### config.mk
export PLATFORM = sky130hd
export DESIGN_NAME = lzc_norm_sched
export DESIGN_NICKNAME = d
export VERILOG_FILES = /design/src/rtl/lzc_norm_sched.sv
export SDC_FILE = /design/constraint.sdc
export NUM_CORES = 1
export LEC_CHECK = 0
export ABC_AREA = 1
export CORE_AREA = 2 2 264 266
export CTS_CLUSTER_SIZE = 16
export DETAILED_ROUTE_END_ITERATION = 16
export DIE_AREA = 0 0 266 268
export GPL_TIMING_DRIVEN = 0
export HOLD_SLACK_MARGIN = 0.12
export SKIP_LAST_GASP = 1
export SLEW_MARGIN = 0
export SYNTH_ARGS = -nofsm -noshare
export SYNTH_HDL_FRONTEND = slang
export SYNTH_SLANG_ARGS = --single-unit
### constraint.sdc
create_clock -name clk -period 13.25 [get_ports clk]
set_clock_uncertainty 0.1 [all_clocks]
set_input_delay 1.325 -clock clk [delete_from_list [all_inputs] [get_ports clk]]
set_output_delay 1.325 -clock clk [all_outputs]
set_load 0.02 [all_outputs]
### src/rtl/lzc_norm_sched.sv
// Shared leading-zero count and normalization unit, time-shared among NUM_REQ
// FPU requesters through a round-robin arbiter feeding a 2-stage stallable pipeline.
//
// Ports:
//   clk, rst              clock, synchronous active-high reset
//   flush                 drop every in-flight entry (takes effect at the next edge)
//   req_valid/req_ready   per-requester handshake; req_ready is one-hot or zero
//   req_data/req_tag      per-requester 128-bit operand and opaque tag (packed by index)
//   rsp_valid/rsp_ready   result handshake
//   rsp_src, rsp_tag      issuing requester index and its tag
//   rsp_lzc, rsp_zero     leading-zero count (0 for a zero operand) and zero flag
//   rsp_norm              operand shifted left by rsp_lzc
module lzc_norm_sched #(
    parameter int unsigned NUM_REQ = 4,
    parameter int unsigned TAG_W   = 4,
    localparam int unsigned SRC_W  = $clog2(NUM_REQ)
) (
    input  logic                     clk,
    input  logic                     rst,
    input  logic                     flush,
    input  logic [NUM_REQ-1:0]       req_valid,
    output logic [NUM_REQ-1:0]       req_ready,
    input  logic [NUM_REQ*128-1:0]   req_data,
    input  logic [NUM_REQ*TAG_W-1:0] req_tag,
    output logic                     rsp_valid,
    input  logic                     rsp_ready,
    output logic [SRC_W-1:0]         rsp_src,
    output logic [TAG_W-1:0]         rsp_tag,
    output logic [6:0]               rsp_lzc,
    output logic                     rsp_zero,
    output logic [127:0]             rsp_norm
);

    // Pipeline state
    logic [SRC_W-1:0] ptr_q;
    logic             s1_valid_q;
    logic [SRC_W-1:0] s1_src_q;
    logic [TAG_W-1:0] s1_tag_q;
    logic [127:0]     s1_data_q;
    logic             s2_valid_q;
    logic [SRC_W-1:0] s2_src_q;
    logic [TAG_W-1:0] s2_tag_q;
    logic [6:0]       s2_lzc_q;
    logic             s2_zero_q;
    logic [127:0]     s2_norm_q;

    logic             s2_adv;
    logic             s1_load;
    logic             found;
    logic [SRC_W-1:0] grant_idx;
    logic [SRC_W-1:0] idx;
    logic [NUM_REQ-1:0] grant;
    logic             xfer;
    logic [SRC_W-1:0] ptr_d;

    logic [6:0]       msb_idx;
    logic             nz;
    logic [6:0]       lzc;
    logic [127:0]     norm;

    assign s2_adv  = !s2_valid_q || rsp_ready;
    assign s1_load = !s1_valid_q || s2_adv;

    // Round-robin search starting at ptr_q; NUM_REQ is a power of two so the
    // SRC_W-bit add wraps naturally.
    always_comb begin
        found     = 1'b0;
        grant_idx = '0;
        idx       = '0;
        for (int unsigned k = 0; k < NUM_REQ; k++) begin
            idx = ptr_q + SRC_W'(k);
            if (!found && req_valid[idx]) begin
                found     = 1'b1;
                grant_idx = idx;
            end
        end
    end

    assign grant = found ? (NUM_REQ'(1) << grant_idx) : '0;
    // rst also gates acceptance so nothing is handed off into a stage being cleared.
    assign req_ready = grant & {NUM_REQ{s1_load && !flush && !rst}};
    assign xfer      = |(req_valid & req_ready);
    assign ptr_d     = xfer ? grant_idx + SRC_W'(1) : ptr_q;

    // Leading-one detector: the highest set bit wins.
    always_comb begin
        msb_idx = '0;
        for (int i = 0; i < 128; i++) begin
            if (s1_data_q[i]) begin
                msb_idx = 7'(i);
            end
        end
    end

    assign nz   = |s1_data_q;
    assign lzc  = nz ? 7'd127 - msb_idx : 7'd0;
    assign norm = nz ? s1_data_q << lzc : '0;

    always_ff @(posedge clk) begin
        if (rst) begin
            ptr_q      <= '0;
            s1_valid_q <= 1'b0;
            s1_src_q   <= '0;
            s1_tag_q   <= '0;
            s1_data_q  <= '0;
            s2_valid_q <= 1'b0;
            s2_src_q   <= '0;
            s2_tag_q   <= '0;
            s2_lzc_q   <= '0;
            s2_zero_q  <= 1'b0;
            s2_norm_q  <= '0;
        end else begin
            ptr_q <= ptr_d;
            if (xfer) begin
                s1_valid_q <= 1'b1;
                s1_src_q   <= grant_idx;
                s1_tag_q   <= req_tag[int'(grant_idx)*TAG_W +: TAG_W];
                s1_data_q  <= req_data[int'(grant_idx)*128 +: 128];
            end else if (s1_load) begin
                s1_valid_q <= 1'b0;
            end
            if (s2_adv) begin
                s2_valid_q <= s1_valid_q;
                s2_src_q   <= s1_src_q;
                s2_tag_q   <= s1_tag_q;
                s2_lzc_q   <= lzc;
                s2_zero_q  <= !nz;
                s2_norm_q  <= norm;
            end
            // Flush only clears valids; the payload left behind is never presented.
            if (flush) begin
                s1_valid_q <= 1'b0;
                s2_valid_q <= 1'b0;
            end
        end
    end

    assign rsp_valid = s2_valid_q;
    assign rsp_src   = s2_src_q;
    assign rsp_tag   = s2_tag_q;
    assign rsp_lzc   = s2_lzc_q;
    assign rsp_zero  = s2_zero_q;
    assign rsp_norm  = s2_norm_q;

endmodule

## Yosys cells after proc, flatten, opt, wreduce, memory -nomap -nowiden

Index checks and enable logic that the tools add are counted.

- Bits in registers: 280
- Bits in latches: 0
- Bits in writable memories: 0
- ROM bits: 0
- Output and inout bits: 147
- Word-level logic and storage cells: 193
- Memories: 0

- Add/sub/neg operators: 5
- Multipliers: 0
- Divide/modulo/power cells: 0
- Order comparisons: 4
- Eq/ne operators: 0
- Shift-type cells: 4
- Mux-type cells: 148
- Bitwise operators: 2
- Reduce and logical (&&, ||, !) cells: 19

Operators with widths:

| cell | number |
|---|---|
| 7-bit two-way mux | 127 |
| 512-bit by 10-bit indexed part select with 128-bit output | 1 |
| 128-bit two-way mux | 1 |
| 128-bit OR reduction | 1 |
| 128-bit by 7-bit << shifter with 128-bit output | 1 |
| 16-bit by 5-bit indexed part select with 4-bit output | 1 |
| 2-bit by 3-bit less-than comparator with 1-bit output (second input constant) | 4 |
| 1-bit two-way mux | 11 |
| 4-bit bitwise AND | 2 |
| 1-bit binary-select mux with 2-bit select | 4 |
| 1-bit zero test | 8 |
| 2-bit two-way mux | 4 |
| 7-bit subtractor (first input constant) | 1 |
| 1-bit logical AND | 5 |
| 2-bit by 1-bit adder with 2-bit output (second input constant) | 2 |
| 2-bit adder (second input constant) | 2 |
| 4-bit two-way mux | 1 |
| 4-bit OR reduction | 1 |
| 1-bit by 2-bit << shifter with 4-bit output (first input constant) | 1 |
| 1-bit logical OR | 2 |
| 2-bit nonzero test | 1 |
| 2-bit OR reduction | 1 |

## Longest topological paths before layout

Gate-level depths: netlist (run 1).

- Depth after elaboration: 131
- Depth in mapped cells: 141
- Mapped depth without buffers: 140

## Worst setup path before layout (run 1)

No wires, ideal clock.

- Path type: flip-flop to flip-flop
- From: register s1_data_q[2]
- To: register s2_norm_q[121], in the netlist rsp_norm[121]
- Library setup time: 110 ps
- Arrival: 6798 ps
- Data required time: 13040 ps
- Setup slack: 6242 ps
- Cell stages (with the launch flop): 139
- Period minus slack after synthesis: 7008 ps
- Path through: dfxtp_1 inv_2 nand2_1 nand2_1 nand2_1 nand2_1 nand2_1 nand2_1 nand2_1 nand2_1 nand2_1 nand2_1 nand2_1 nand2_1 nand2_1 nand2_1 nand2_1 nand2_1 [103 not listed] nand2_1 nand2_1 nand2_1 nand2_1 nand2_2 buf_6 buf_6 buf_4 nand3_1 nand3_1 nand3_1 nand3_1 nand3_1 nand3_1 nand3_1 nand3_1 nand2_1 inv_1

- Cells in the longest elaborated chain, start to end: 130

RTL lines:

| item | RTL line | RTL |
|---|---|---|
| from (decl) | 39 | `logic [127:0] s1_data_q;` |
| from (signal assigned) | 118 | `s1_data_q <= req_data[int'(grant_idx)*128 +: 128];` |
| 7-bit two-way mux (126 in series) | 89 | `if (s1_data_q[i]) begin` |
| 7-bit subtractor | 96 | `assign lzc = nz ? 7'd127 - msb_idx : 7'd0;` |
| 7-bit two-way mux | 96 |  |
| 128-bit by 7-bit << shifter with 128-bit output | 97 | `assign norm = nz ? s1_data_q << lzc : '0;` |
| 128-bit two-way mux * | 97 |  |
| to (signal assigned) | 128 | `s2_norm_q <= norm;` |
| to (decl) | 45 | `logic [127:0] s2_norm_q;` |

Every way passes the cells marked *; elsewhere a longest branch is shown, timed or not.
A chain may end at the register's enable or synchronous reset.

## Worst setup path in the final report (run 1)

- From: register s1_data_q[4]
- To: register s2_norm_q[96], in the netlist rsp_norm[96]

- Cells in the longest elaborated chain, start to end: 128

RTL lines:

| item | RTL line |
|---|---|
| 7-bit two-way mux (124 in series) | 89 |
| 7-bit subtractor | 96 |
| 7-bit two-way mux | 96 |
| 128-bit by 7-bit << shifter with 128-bit output | 97 |
| 128-bit two-way mux * | 97 |

Marked as above.

==> flow_summary.toml, run 1 <==
[grt]
grt-ovfl-total = 0
track_usage_pct = 45.5
grt_max_degree = 16
antenna_found_initial = 31
grt_pass1_vias = 34700
grt_first_pass_wirelength_um = 235000

[clock_tree]
postCtsSetupRepairBufs = 0
clock_latency_ps = 610
cts_inserted_buffers = 30
post_cts_resized = 0
clk_pin_slew_ps = 60
cts_root_buffer = "clkbuf_16"
clock-sinks = 280
cts.path.max_buffers = 3
cts_hold_buf = 0
h-tree-depth = 1
cts_tree = "done"

[detailed_routing]
wl_per_cell_um = 28.0
drc = 0
vias = 37000
ant_nets = 0
firstDrtPassIters = 8
vias_per_cell = 6.13
drt_iter0_markers = 5600
drt_wl_total_um = 169000

[sta]
final_max_slew_viol_count = 0
max-slew-margin-rel_pct = 26.6
tightest_slew_ps = 1100
setup_tns_ps = 0
fin_crit_ps = 9430
setup-violations-final = 0
hold_viol = 0
max_clock_freq_mhz = 106
rsz0062_at_grt = "false"
min_period_over_period_pct = 71.1

[place]
place_congestion = 1.08
dp_hpwl_um = 142000
place_inst = 5966
numPortBuffers = 681

[logic_synthesis]
syn_area_sq_mm = 0.0248
synth.net_count = 4943
ys_seq_elements = 280
synthCells = 4403
synth_edf_count = 0
yosysTopAreaCell = "nand3_1"
synth_top_area_share_pct = 29.8
synth-warning-count = 0
ys.flop_type = "dfxtp_1"
synth.distinct_cells = 33
ys_async_sr_fraction_pct = 0
ys_top_cells_by_area = "nand3_1 (30%), dfxtp_1 (23%), nand2_1 (13%), nor2_1 (6.1%), o211ai_1 (6.0%)"
avgSynthCellArea_sq_um = 5.64
synthTopCellsByCount = "nand3_1 (1478), nand2_1 (845), nor2_1 (406)"
synth.most_common_cell = "nand3_1"
ys_seq_area_share_pct = 22.6

[setup_path]
critPathMaxFanout = 10
crit_start = "s1_data_q[4]$_SDFFE_PP0P_"
crit_required_ps = 13700
arrival_ps = 9880
max_stage_delay_ps = 550
startpoint_type = "flip-flop"
cp_common_cell = "nand2_1"
criticalPathCategory = "flip-flop to flip-flop"
rrSetupSlack_ps = 3820
crit_path_end_kind = "flip-flop"
cp_slowest_cell = "dfxtp_1"
r2r-start = "s1_data_q[4]$_SDFFE_PP0P_"

[floorplan]
core_sq_mm = 0.0682
die_w_um = 266
ios = 683
start_util_pct = 36.4
die_area_sq_mm = 0.0713
num_rows = 96
die_h_um = 268

[layout]
layout.cells.non_filler = 6036
layout-drive-gt1-share_pct = 3.70
area_delta_synth_final_pct = 36.0
nets = 5656
n_fill_cell = 7473

[status]
outcome = "complete, no violations"

[run]
cap_violations = 0

[worst_hold_path]
min_from = "s1_data_q[6]$_SDFFE_PP0P_"
min_path_type = "flip-flop to flip-flop"
## metal layers
metal	global-route usage [%]	routed length, um
met2	70.6	72100
met3	11.5	20100
met1	57.6	65800
met4	25.3	11200
met5	0	64
## state kept, by name, summed over array words and instances (netlist names)
| register | flops |
|---|---|
| s1_valid_q | 1 |
| rsp_lzc | 7 |
| s1_tag_q | 4 |
| rsp_norm | 128 |
| rsp_zero | 1 |
| rsp_valid | 1 |
| rsp_src | 2 |
| s1_data_q | 128 |
| ptr_q | 2 |
| s1_src_q | 2 |
| rsp_tag | 4 |
## cell type report
class	count	area, sq um	share of cell area [%]
tap	882	1100	3.27
multi-input combinational	3474	16700	49.5
inverter	301	1130	3.35
sequential	280	5610	16.6
clock inverter	7	73.8	0.219
antenna	19	47.5	0.141
clock buffer	44	893	2.65
buffer	348	1380	4.09
timing repair buffer	681	6820	20.2
## metrics by stage
step	util, %	hold WS (ps)	worst slack, ps	area, sq um
5_1_grt	49.5	384	2580	33700
3_3_place_gp	48.0	352	4180	32700
6_report	49.5	367	3820	33800
4_1_cts	49.4	366	4190	33700
2_1_floorplan	-	341	6240	24800
3_5_place_dp	48.0	357	4240	32700
## worst paths after layout
check                                                  to  depth (start not counted)
worst max-delay path            rsp_norm[96]$_SDFFE_PP0P_                        136
worst min-delay path            s1_data_q[6]$_SDFFE_PP0P_                          2
worst max register to register  rsp_norm[96]$_SDFFE_PP0P_                        136
worst min register to register  s1_data_q[6]$_SDFFE_PP0P_                          2
## logic make-up after synthesis
group,after synthesis,share of synthesized area [%]
AND/OR/NAND/NOR,2862,52.0
XOR/XNOR,1,0.0353
adder cells (fa/ha/maj),4,0.202
AO/OA/AOI/OAI,574,13.7
flip-flops,280,22.6
buffers and inverters,649,10.1
multiplexers,33,1.33
## worst max-delay path, delay by kind of cell (launching register included)
family,cells,cell delay (ps)
and+or+nand+nor,132,7710
DFF,1,550
buffers and inverters,4,940
## placed cells by master, fill, tap and decap left out, types with 2 or more instances in the layout
| cell | n |
|---|---|
| nand2_2 | 3 |
| clkinv_2 | 4 |
| clkinv_1 | 4 |
| nand2_1 | 845 |
| a31oi_1 | 5 |
| nand4_1 | 23 |
| clkbuf_8 | 9 |
| buf_2 | 24 |
| buf_4 | 8 |
| nor2_1 | 406 |
| nand3_1 | 1478 |
| o21ai_1 | 8 |
| a21oi_1 | 145 |
| clkdlybuf4s50_1 | 681 |
| buf_6 | 2 |
| clkbuf_16 | 30 |
| o21bai_1 | 4 |
| dfxtp_1 | 280 |
| clkbuf_1 | 230 |
| buf_1 | 89 |
| o211ai_1 | 200 |
| o21ai_0 | 208 |
| mux2i_1 | 33 |
| inv_1 | 289 |
| diode_2 | 19 |
| ha_1 | 4 |
| or2_2 | 99 |
| nor3_1 | 4 |
| inv_2 | 8 |
Power of run 1 is left out: the tool's default activity adds up to more than one toggle a clock period on the data nets, which glitch-free logic cannot reach.
==> run 2: changes to the inputs <==
--- a/config.mk
+++ b/config.mk
@@ -6,10 +6,10 @@
 export NUM_CORES = 1
 export LEC_CHECK = 0
 export ABC_AREA = 1
-export CORE_AREA = 2 2 264 266
+export CORE_AREA = 2 2 270 272
 export CTS_CLUSTER_SIZE = 16
 export DETAILED_ROUTE_END_ITERATION = 16
-export DIE_AREA = 0 0 266 268
+export DIE_AREA = 0 0 272 274
 export GPL_TIMING_DRIVEN = 0
 export HOLD_SLACK_MARGIN = 0.12
 export SKIP_LAST_GASP = 1
==> constraint.sdc (replaced) <==
create_clock -name clk -period 9 [get_ports clk]
set_clock_uncertainty 0.1 [all_clocks]
set_input_delay 0.9 -clock clk [delete_from_list [all_inputs] [get_ports clk]]
set_output_delay 0.9 -clock clk [all_outputs]
set_load 0.02 [all_outputs]
==> run 2 against run 1 <==
  * Die area grew 4.5%
  * Worst hold slack lost 2.5 ps
  * First-iteration DRC count shrank 14%
  * Highest routed layer unchanged
  * Largest cell class unchanged
  * Worst setup slack lost 3600 ps
  * Critical path depth grew 2
==> flow_summary.toml, run 2 (synthesis results as in run 1) <==
[status]
outcome = "complete, no violations"

[run]
cap_violations = 0

[detailed_routing]
firstDrtPassIters = 8
vias = 37300
vias_per_cell = 6.06
ant_nets = 0
drt_iter0_markers = 4797
drt_wl_total_um = 172000
drc = 0
wl_per_cell_um = 28.0

[worst_hold_path]
holdPathEnd = "rsp_norm[4]$_SDFFE_PP0P_"
hold_depth = 2
min_path_type = "flip-flop to flip-flop"
min_from = "rsp_norm[4]$_SDFFE_PP0P_"

[setup_path]
crit_path_end_kind = "flip-flop"
cp_num_buf_inv = 4
crit_required_ps = 9470
criticalPathCategory = "flip-flop to flip-flop"
critPathMaxFanout = 10
r2r_cells = 138
r2r-start = "s1_data_q[2]$_SDFFE_PP0P_"
crit_family = "simple AND/OR/NAND/NOR gates"
cp_common_cell = "nand2_1"
cp_slowest_cell = "dfxtp_4"
max_stage_delay_ps = 380
worst_r2r_endpoint = "rsp_norm[106]$_SDFFE_PP0P_"
startpoint_type = "flip-flop"
arrival_ps = 9280
rrSetupSlack_ps = 190

[floorplan]
die_area_sq_mm = 0.0745
die_h_um = 274
die_w_um = 272
ios = 683
num_rows = 99
core_sq_mm = 0.0720
start_util_pct = 34.5

[layout]
finalInstanceArea_sq_mm = 0.0385
mostFrequentLayoutCell = "nand3_1"
nets = 5697
layout_common_cells = "nand3_1 (920), nand2_1 (749), clkdlybuf4s50_1 (681)"
layout-drive-gt1-share_pct = 17.5
area_delta_synth_final_pct = 55.2

[clock_tree]
clock-sinks = 280
cts_hold_buf = 0
clk_pin_slew_ps = 70
cts_tree = "done"
cts_inserted_buffers = 31
cts_root_buffer = "clkbuf_16"
cts.path.max_buffers = 3
clock_latency_ps = 640
h-tree-depth = 1

[sta]
final_max_slew_viol_count = 0
fin_crit_ps = 8810
tightest_slew_ps = 1300
setup-violations-final = 0
rsz0062_at_grt = "true"
min_period_over_period_pct = 97.9
hold_viol = 0
max_clock_freq_mhz = 113
max-slew-margin-rel_pct = 13.6

[place]
numPortBuffers = 681
dp_hpwl_um = 143000
place_congestion = 1.10
place_area_sq_mm = 0.0328

[grt]
grt-ovfl-total = 0
grt_pass1_vias = 34000
grt_first_pass_wirelength_um = 235000
antenna_found_initial = 18
grt_max_degree = 17
track_usage_pct = 43.4
-- run 2: per-stage QoR --
step           utilization (%)  setup TNS [ps]  cells  hold WS, ps  setup slack [ps]
6_report                  53.5               0   6151          365               188
5_1_grt                   53.5          -90600   6145          383              -894
4_1_cts                   47.5           -94.1   6103          365             -33.4
3_5_place_dp              45.6           -6590   6043          355              -339
3_3_place_gp              45.6           -7480   6043          351              -361
2_1_floorplan                -               0   4403          341              1990
-- run 2: worst max path at each step --
| stage | from | to | depth (start not counted) | slack (ps) |
|---|---|---|---|---|
| floorplan | s1_data_q[2]$_SDFFE_PP0P_ | rsp_norm[121]$_SDFFE_PP0P_ | 138 | 1990 |
| detailed placement | s1_data_q[4]$_SDFFE_PP0P_ | rsp_norm[96]$_SDFFE_PP0P_ | 136 | -340 |
| finish | s1_data_q[2]$_SDFFE_PP0P_ | rsp_norm[106]$_SDFFE_PP0P_ | 138 | 190 |
| global placement | s1_data_q[4]$_SDFFE_PP0P_ | rsp_norm[106]$_SDFFE_PP0P_ | 135 | -360 |
| global route | s1_data_q[2]$_SDFFE_PP0P_ | rsp_norm[118]$_SDFFE_PP0P_ | 138 | -890 |
| CTS | s1_data_q[2]$_SDFFE_PP0P_ | rsp_norm[110]$_SDFFE_PP0P_ | 138 | -30 |
-- run 2: layout make-up --
class | count | area [sq um]
timing repair buffer | 721 | 7220
multi-input combinational | 3474 | 20700
inverter | 301 | 1130
fill | 7521 | 33400
buffer | 348 | 1560
sequential | 280 | 5620
clock inverter | 15 | 238
antenna | 10 | 25.0
clock buffer | 43 | 891
tap | 959 | 1200
-- run 2: timing repair --
action                                 in CTS  in global routing
setup endpoints to repair                  69                127
setup buffers                               2                 34
endpoints found under the hold margin       0                  0
cloned                                      0                  4
pin swaps                                   3                151
gates resized for setup                    53                813
-- run 2: worst min-delay path: stages (launching register included) --
cell,delay (ps)
dfxtp_1,310
nand2_1,60
a21oi_1,50
-- run 2: routing by layer --
metal / track usage (%) / wire [um]
met1: 54.9 / 67900
met2: 69.8 / 75400
met3: 11.5 / 19800
met4: 17.8 / 9330
met5: 0 / 53
Power of run 2 is left out for the same reason.
